===== src/rtl/div_restoring_pkg.sv =====
// div_pkg: shared constants for the restoring divider.
//   DIV_W   - default operand/quotient/remainder width
//   state_t - 3-bit FSM state encoding used by control_div
package div_pkg;

  localparam int DIV_W = 8;

  typedef logic [2:0] state_t;

  localparam state_t IDLE    = 3'd0;
  localparam state_t LOAD    = 3'd1;
  localparam state_t SHIFT   = 3'd2;
  localparam state_t TEST    = 3'd3;
  localparam state_t DONE_ST = 3'd4;

endpackage


===== src/rtl/div_restoring_if.sv =====
// div_restoring_if: start/busy/done handshake plus operand and result buses
// between the calculator top (master) and the divider (slave).
//   master drives start, dividend, divisor; slave drives quotient,
//   remainder, busy, done, div_by_zero.
interface div_restoring_if import div_pkg::*; #(
  parameter int W = DIV_W
);

  logic         start;
  logic [W-1:0] dividend;
  logic [W-1:0] divisor;
  logic [W-1:0] quotient;
  logic [W-1:0] remainder;
  logic         busy;
  logic         done;
  logic         div_by_zero;

  modport master (
    output start, dividend, divisor,
    input  quotient, remainder, busy, done, div_by_zero
  );

  modport slave (
    input  start, dividend, divisor,
    output quotient, remainder, busy, done, div_by_zero
  );

endinterface


===== src/rtl/control_div.sv =====
// control_div: sequencing FSM of the restoring divider (no datapath).
//   inputs : clk, reset_n, start, divisor_zero, count_zero
//   outputs: load/shift/test datapath strobes, busy, done (decoded from state)
// Latency: LOAD, then SHIFT/TEST pairs until count_zero, then DONE_ST.
// start is only looked at in IDLE; there is no other backpressure.
module control_div import div_pkg::*; (
  input  logic clk,
  input  logic reset_n,
  input  logic start,
  input  logic divisor_zero,
  input  logic count_zero,
  output logic load,
  output logic shift,
  output logic test,
  output logic busy,
  output logic done
);

  state_t state, state_nxt;

  always_ff @(posedge clk or negedge reset_n) begin
    if (!reset_n) state <= IDLE;
    else          state <= state_nxt;
  end

  always_comb begin
    state_nxt = IDLE;
    case (state)
      IDLE:    state_nxt = start ? LOAD : IDLE;
      LOAD:    state_nxt = divisor_zero ? DONE_ST : SHIFT;
      SHIFT:   state_nxt = TEST;
      TEST:    state_nxt = count_zero ? DONE_ST : SHIFT;
      DONE_ST: state_nxt = IDLE;
      default: state_nxt = IDLE;
    endcase
  end

  always_comb begin
    load  = 1'b0;
    shift = 1'b0;
    test  = 1'b0;
    busy  = 1'b0;
    done  = 1'b0;
    case (state)
      LOAD:    begin load  = 1'b1; busy = 1'b1; end
      SHIFT:   begin shift = 1'b1; busy = 1'b1; end
      TEST:    begin test  = 1'b1; busy = 1'b1; end
      DONE_ST: done = 1'b1;
      default: ;
    endcase
  end

endmodule


===== src/rtl/div_restoring.sv =====
// div_restoring: sequential restoring (shift-subtract) divider, one quotient
// bit per SHIFT/TEST pair. Ports: clk, reset_n (async, active low), and
// bus (div_restoring_if.slave: start/dividend/divisor in; quotient/remainder/
// busy/done/div_by_zero out). Latency: done 2W+2 cycles after start is
// sampled, 2 cycles for divide by zero. start is ignored while busy.
// Optional macro SIGNED_DIV_EN: two's complement operands, quotient truncates
// toward zero, remainder takes the dividend's sign.
module div_restoring import div_pkg::*; #(
  parameter int W = DIV_W
) (
  input  logic             clk,
  input  logic             reset_n,
  div_restoring_if.slave   bus
);

  localparam int CW = $clog2(W + 1);
  localparam logic [CW-1:0] COUNT_INIT = CW'(W);

  logic [W:0]    r;      // partial remainder, one guard bit for the trial subtract
  logic [W-1:0]  q;
  logic [W-1:0]  d;
  logic [CW-1:0] count;

  logic load, shift, test;
  logic divisor_zero, count_zero;

  logic [W:0]   diff;
  logic [W-1:0] q_new, r_new;
  logic [W-1:0] a_mag, b_mag;

  assign divisor_zero = (bus.divisor == '0);
  assign count_zero   = (count == '0);

  control_div u_ctrl (
    .clk          (clk),
    .reset_n      (reset_n),
    .start        (bus.start),
    .divisor_zero (divisor_zero),
    .count_zero   (count_zero),
    .load         (load),
    .shift        (shift),
    .test         (test),
    .busy         (bus.busy),
    .done         (bus.done)
  );

`ifdef SIGNED_DIV_EN
  logic sign_q, sign_r;
  // Magnitudes; -2^(W-1) maps to 2^(W-1), which is still exact unsigned.
  assign a_mag = bus.dividend[W-1] ? -bus.dividend : bus.dividend;
  assign b_mag = bus.divisor[W-1]  ? -bus.divisor  : bus.divisor;
`else
  assign a_mag = bus.dividend;
  assign b_mag = bus.divisor;
`endif

  // Trial subtract: a clear MSB means the divisor fits, so keep the difference.
  always_comb begin
    diff  = r - {1'b0, d};
    q_new = {q[W-1:1], ~diff[W]};
    r_new = diff[W] ? r[W-1:0] : diff[W-1:0];
  end

  always_ff @(posedge clk or negedge reset_n) begin
    if (!reset_n) begin
      r               <= '0;
      q               <= '0;
      d               <= '0;
      count           <= '0;
      bus.quotient    <= '0;
      bus.remainder   <= '0;
      bus.div_by_zero <= 1'b0;
`ifdef SIGNED_DIV_EN
      sign_q          <= 1'b0;
      sign_r          <= 1'b0;
`endif
    end else if (load) begin
      r               <= '0;
      q               <= a_mag;
      d               <= b_mag;
      count           <= COUNT_INIT;
      bus.div_by_zero <= divisor_zero;
      // Divide by zero is fully resolved here; the FSM goes straight to DONE_ST.
      if (divisor_zero) begin
        bus.quotient  <= '1;
        bus.remainder <= bus.dividend;
      end
`ifdef SIGNED_DIV_EN
      sign_q          <= bus.dividend[W-1] ^ bus.divisor[W-1];
      sign_r          <= bus.dividend[W-1];
`endif
    end else if (shift) begin
      r     <= {r[W-1:0], q[W-1]};
      q     <= {q[W-2:0], 1'b0};
      count <= count - CW'(1);
    end else if (test) begin
      r <= {1'b0, r_new};
      q <= q_new;
      if (count_zero) begin
`ifdef SIGNED_DIV_EN
        bus.quotient  <= sign_q ? -q_new : q_new;
        bus.remainder <= sign_r ? -r_new : r_new;
`else
        bus.quotient  <= q_new;
        bus.remainder <= r_new;
`endif
      end
    end
  end

endmodule


===== src/flat_wrapper.sv =====
// flat-port wrapper written by rule: the top's interface ports become plain ports
module div_restoring_flat import div_pkg::*;
#(
  parameter int W = DIV_W
)
  (clk, reset_n, bus_start, bus_dividend, bus_divisor, bus_quotient, bus_remainder, bus_busy, bus_done, bus_div_by_zero);
  div_restoring_if #(.W(W)) bus_i ();
  input  logic clk;
  input  logic reset_n;
  input wire logic [$bits(bus_i.start)-1:0] bus_start;
  input wire logic [$bits(bus_i.dividend)-1:0] bus_dividend;
  input wire logic [$bits(bus_i.divisor)-1:0] bus_divisor;
  output wire logic [$bits(bus_i.quotient)-1:0] bus_quotient;
  output wire logic [$bits(bus_i.remainder)-1:0] bus_remainder;
  output wire logic [$bits(bus_i.busy)-1:0] bus_busy;
  output wire logic [$bits(bus_i.done)-1:0] bus_done;
  output wire logic [$bits(bus_i.div_by_zero)-1:0] bus_div_by_zero;
  assign bus_i.start = bus_start;
  assign bus_i.dividend = bus_dividend;
  assign bus_i.divisor = bus_divisor;
  assign bus_quotient = bus_i.quotient;
  assign bus_remainder = bus_i.remainder;
  assign bus_busy = bus_i.busy;
  assign bus_done = bus_i.done;
  assign bus_div_by_zero = bus_i.div_by_zero;
  div_restoring #(.W(W)) u_core (.clk(clk), .reset_n(reset_n), .bus(bus_i));
endmodule

===== config.mk =====
export PLATFORM = sky130hd
export DESIGN_NAME = div_restoring_flat
export DESIGN_NICKNAME = d
export VERILOG_FILES = /design/src/rtl/div_restoring_pkg.sv /design/src/rtl/div_restoring_if.sv /design/src/rtl/control_div.sv /design/src/rtl/div_restoring.sv /design/src/flat_wrapper.sv
export SDC_FILE = /design/constraint.sdc
export NUM_CORES = 1
export LEC_CHECK = 0
export BUFFER_PORTS_ARGS = -buffer_cell sky130_fd_sc_hd__buf_2
export CELL_PAD_IN_SITES_DETAIL_PLACEMENT = 0
export CELL_PAD_IN_SITES_GLOBAL_PLACEMENT = 1
export CORE_MARGIN = 1
export CORE_UTILIZATION = 25
export DETAILED_ROUTE_END_ITERATION = 16
export HOLD_SLACK_MARGIN = 0.03
export PLACE_DENSITY = 0.6
export REMOVE_ABC_BUFFERS = 1
export SLEW_MARGIN = 20
export SYNTH_ARGS = -nofsm -noshare
export SYNTH_HDL_FRONTEND = slang
export SYNTH_SLANG_ARGS = --single-unit

===== constraint.sdc =====
create_clock -name clk -period 3.9 [get_ports clk]
set_input_delay 0.39 -clock clk [delete_from_list [all_inputs] [get_ports clk]]
set_output_delay 0.39 -clock clk [all_outputs]
set_load 0.03 [all_outputs]

==> results.txt <==
----------------------------------------------------
[Detailed routing]
  Total vias in the final route ... ~2,200
  Number of iterations in the first detailed-routing pass ... 4
  Antenna-violating nets left ... 0
  Wire per inst ... 14.2 um
  Final routed DRC violation total ... 0
  Wirelength, routed ... between 6 and 7 mm
  Initial detailed-routing violation count ... roughly 120
  Vias per Instance ... roughly 4.7

[Floorplan]
  Top Ports ... 38
  Area of the placeable core ... 10,300 um^2
  Row cnt ... 37
  Horizontal extent of the die ... around 110 um
  Initial core utilization ... 0.258
  Die height ... 105 um
  Die area ... between 10,000 and 15,000 um^2

[Synthesis]
  Post-synthesis compound-gate area fraction ... 0.188
  Post-synthesis cell type count ... slightly below 50
  Syn avg cell area ... roughly 9 um^2
  Yosys synthesis warning count ... 0
  Proportion of synthesized chip area in sequential cells ... 0.461
  Number of flops mapped to enable cells by yosys ... 0
  #FFs+latches synth ... 49
  Share of flip-flops with an asynchronous set or reset after synthesis ... 1.00
  Area leader, netlist ... sky130_fd_sc_hd__dfrtp_1
  Leading post-synthesis cells by cell area ... sky130_fd_sc_hd__dfrtp_1 (46%), sky130_fd_sc_hd__nand2_1 (8.2%), sky130_fd_sc_hd__ha_1 (4.7%)
  Most used flip-flop cell after synthesis ... sky130_fd_sc_hd__dfrtp_1
  Dominant combinational cell family by area after synthesis ... simple AND/OR/NAND/NOR gates
  Fraction of synthesized cell area taken by the top area cell type ... 0.461
  Fraction of synthesized cell area in xor and xnor cells ... 0.0301
  Share of synthesized cell area in and, or, nand and nor gates ... 0.200
  Netlist area before placement ... ~2700 um^2
  Synthesized netlist cell count ... 296
  Mux share of post-synthesis cell area ... 0.0188
  Adder and majority cell fraction of the synthesized area ... 0.0546

[CTS]
  Max Root-Sink Buffers ... 2
  Number of setup buffers added after CTS ... 0
  # clock sinks ... 49
  Clock H-tree levels ... 2
  CTS resizes ... 0
  Clock slew at the register clock pins of the worst setup and hold paths ... 0.10 ns
  Worst skew pair latency ... roughly 0.31 ns
  Clock buffer count from CTS ... 5
  Clock tree from TritonCTS ... done
  # hold bufs at CTS ... 0
  Clock root cell ... sky130_fd_sc_hd__clkbuf_8

[Flow run]
  Max Cap Viol ... 0

[Timing]
  Worst clock skew on the final layout ... about 0.012 ns
  Setup repair after global routing missed its margin ... no
  Setup Total Neg Slack ... 0 ns
  Fin crit period ... roughly 2.7 ns
  Hold Vio Cnt, Final ... 0
  Final Setup Violations ... 0
  Max_slew headroom ... 0.425
  Max Transition Viols Final ... 0
  Transition time at the pin with the least slew margin ... ~0.86 ns
  Worst hold slack across all endpoints ... 0.191 ns
  Maximum clock frequency ... 371 MHz
  Fraction of the cycle the final worst path needs ... 0.691

[Critical path]
  Worst EP required ... a little over 4 ns
  Reg-to-reg startpoint ... u_core.r[0]
  Slowest stage cell, crit path ... sky130_fd_sc_hd__fa_1
  CP max FO ... 14
  Kind of start point of the critical path ... register
  Number of buffers and inverters on the critical path ... 2
  Crit path largest cell delay ... around 0.42 ns
  Critical register-to-register path endpoint ... u_core.r[4]
  Data arrival, critical path ... 2.86 ns
  Gate family responsible for the most delay along the worst path ... compound AO/OA/AOI/OAI gates
  Cells traversed along the worst timing path ... inv_1 > ha_1 > inv_1 > fa_1 > a211oi_2 > o31ai_2 > a31o_4 > xor2_4 > mux2i_1 > o221ai_1
  CP dominant cell by count ... sky130_fd_sc_hd__inv_1
  Flop2flop setup slack ... approximately 1.2 ns
  Logic depth of the worst register-to-register path ... 10
  Kind of critical path ... register to register
  Type of element capturing the critical path ... register

[Final layout]
  Filler cell count in the final layout ... around 1,100
  Area taken by multi-input logic gates ... between 1000 and 1500 um^2
  Fin nets ... roughly 360
  Most common library cell in the layout ignoring fill and taps ... sky130_fd_sc_hd__nand2_1
  Fraction of final layout cells sized beyond drive strength 1 ... 0.193
  Synthesis-to-finish area growth ... 15.7%
  Top library cells by usage in the layout, fill and taps aside ... sky130_fd_sc_hd__nand2_1 (58), sky130_fd_sc_hd__dfrtp_1 (49), sky130_fd_sc_hd__buf_2 (37)
  Area used by sequential logic in the layout ... between 1000 and 1500 um^2
  # diodes ... 0

[Placed design]
  Placed wire-length estimate ... around 4.9 mm
  Placer congestion estimate ... 0.759
  Count of input and output buffers ... 37

[GRT]
  Via count of the first global-routing pass ... ~2,100
  Global-route wire length before repair ... between 10 and 15 mm
  Pin count of the biggest net entering global routing ... 37
  Gr ovfl total ... 0
  Total Routing Usage GR ... 0.129
  Antenna violations before repair ... 0

[Status]
  Run status ... completed

[Power]
  Worst voltage drop across the vdd grid ... ~0.26 mV
  Leakage power ... around 1.4 nW
  Power density over the cells ... around 920 nW/um^2

[Min path]
  Worst min path class ... primary input to async pin

----------------------------------------------------
[cell usage after synthesis (2+ instances only)]
| cell | instances |
|---|---|
| sky130_fd_sc_hd__a21oi_1 | 16 |
| sky130_fd_sc_hd__a22oi_1 | 8 |
| sky130_fd_sc_hd__a31oi_1 | 4 |
| sky130_fd_sc_hd__a32oi_1 | 2 |
| sky130_fd_sc_hd__and2_1 | 3 |
| sky130_fd_sc_hd__and3_2 | 2 |
| sky130_fd_sc_hd__buf_2 | 4 |
| sky130_fd_sc_hd__clkbuf_1 | 7 |
| sky130_fd_sc_hd__dfrtp_1 | 49 |
| sky130_fd_sc_hd__ha_1 | 10 |
| sky130_fd_sc_hd__inv_1 | 15 |
| sky130_fd_sc_hd__mux2i_1 | 5 |
| sky130_fd_sc_hd__nand2_1 | 58 |
| sky130_fd_sc_hd__nand3_1 | 7 |
| sky130_fd_sc_hd__nor2_1 | 28 |
| sky130_fd_sc_hd__nor2b_1 | 4 |
| sky130_fd_sc_hd__nor3_1 | 6 |
| sky130_fd_sc_hd__nor4_1 | 3 |
| sky130_fd_sc_hd__o21a_1 | 2 |
| sky130_fd_sc_hd__o21ai_0 | 22 |
| sky130_fd_sc_hd__o21ai_1 | 2 |
| sky130_fd_sc_hd__o221ai_1 | 4 |
| sky130_fd_sc_hd__o22ai_1 | 3 |
| sky130_fd_sc_hd__or2_2 | 3 |
| sky130_fd_sc_hd__xnor2_1 | 4 |
| sky130_fd_sc_hd__xor2_1 | 2 |
[worst reg2reg max path, cell delays in order (launching register included)]
cell	delay [ns]
sky130_fd_sc_hd__dfrtp_1	0.40
sky130_fd_sc_hd__inv_1	0.09
sky130_fd_sc_hd__ha_1	0.17
sky130_fd_sc_hd__inv_1	0.05
sky130_fd_sc_hd__fa_1	0.42
sky130_fd_sc_hd__a211oi_2	0.23
sky130_fd_sc_hd__o31ai_2	0.12
sky130_fd_sc_hd__a31o_4	0.29
sky130_fd_sc_hd__xor2_4	0.39
sky130_fd_sc_hd__mux2i_1	0.27
sky130_fd_sc_hd__o221ai_1	0.13
[cells by family after synthesis]
family / Yosys count
and+or+nand+nor: 120
AOI/OAI and AO/OA: 75
DFF: 49
buffers and inverters: 29
adders and majority gates: 11
xor gates and xnor gates: 7
muxes: 5
[worst max path at each step]
stage                           startpoint                 endpoint  slack (ns)  cells after the start
finish                         u_core.r[0]              u_core.r[4]        1.20                     10
global route                   u_core.r[0]              u_core.r[3]        1.02                     10
CTS                            u_core.r[0]              u_core.r[2]        1.19                     10
detailed placement             u_core.r[0]              u_core.r[2]        1.20                     10
global placement               u_core.r[0]              u_core.r[3]        1.25                     10
floorplan           u_core.u_ctrl.state[0]  u_core.bus.remainder[0]        0.22                      6
[through the flow]
step	power, W	instances	worst slack [ns]	instance area (um^2)	util
detailed placement	0.00255	460	1.20	2990	0.290
floorplan	0.00209	283	0.219	2590	-
finish	0.00282	468	1.20	3080	0.298
global route	0.00308	468	1.02	3080	0.298
global placement	0.00253	460	1.25	2990	0.290
CTS	0.00286	468	1.19	3080	0.298
[power breakdown]
group / leakage (nW) / switching, W / internal, W / total, W
clock network: 0.0374 / 0.000177 / 0.000127 / 0.000304
logic: 0.732 / 0.000971 / 0.000619 / 0.00159
registers: 0.599 / 0.000195 / 0.000729 / 0.000925
total: 1.37 / 0.00134 / 0.00148 / 0.00282
[layout make-up]
class,count,share of cell area
multi-input combinational,218,0.428
clock buffer,6,0.0236
inverter,16,0.0195
clock inverter,2,0.00488
tap,136,0.0553
sequential,49,0.398
timing repair buffer,41,0.0699
[registers in the layout (all words and copies together) (netlist names)]
signal                  flops
u_core.q                    8
u_core.bus.div_by_zero      1
u_core.u_ctrl.state         3
u_core.bus.remainder        8
u_core.count                4
u_core.r                    9
u_core.d                    8
u_core.bus.quotient         8
[routing by layer]
metal  vias up  routed length (um)  track usage
met5         -                   0            0
met4         0                 117       0.0423
met3         7                 201       0.0243
met2        44                3070        0.204
met1      1047                3270        0.177
li1       1098                   -            -
Note: power is estimated with default switching activity, not from simulation.
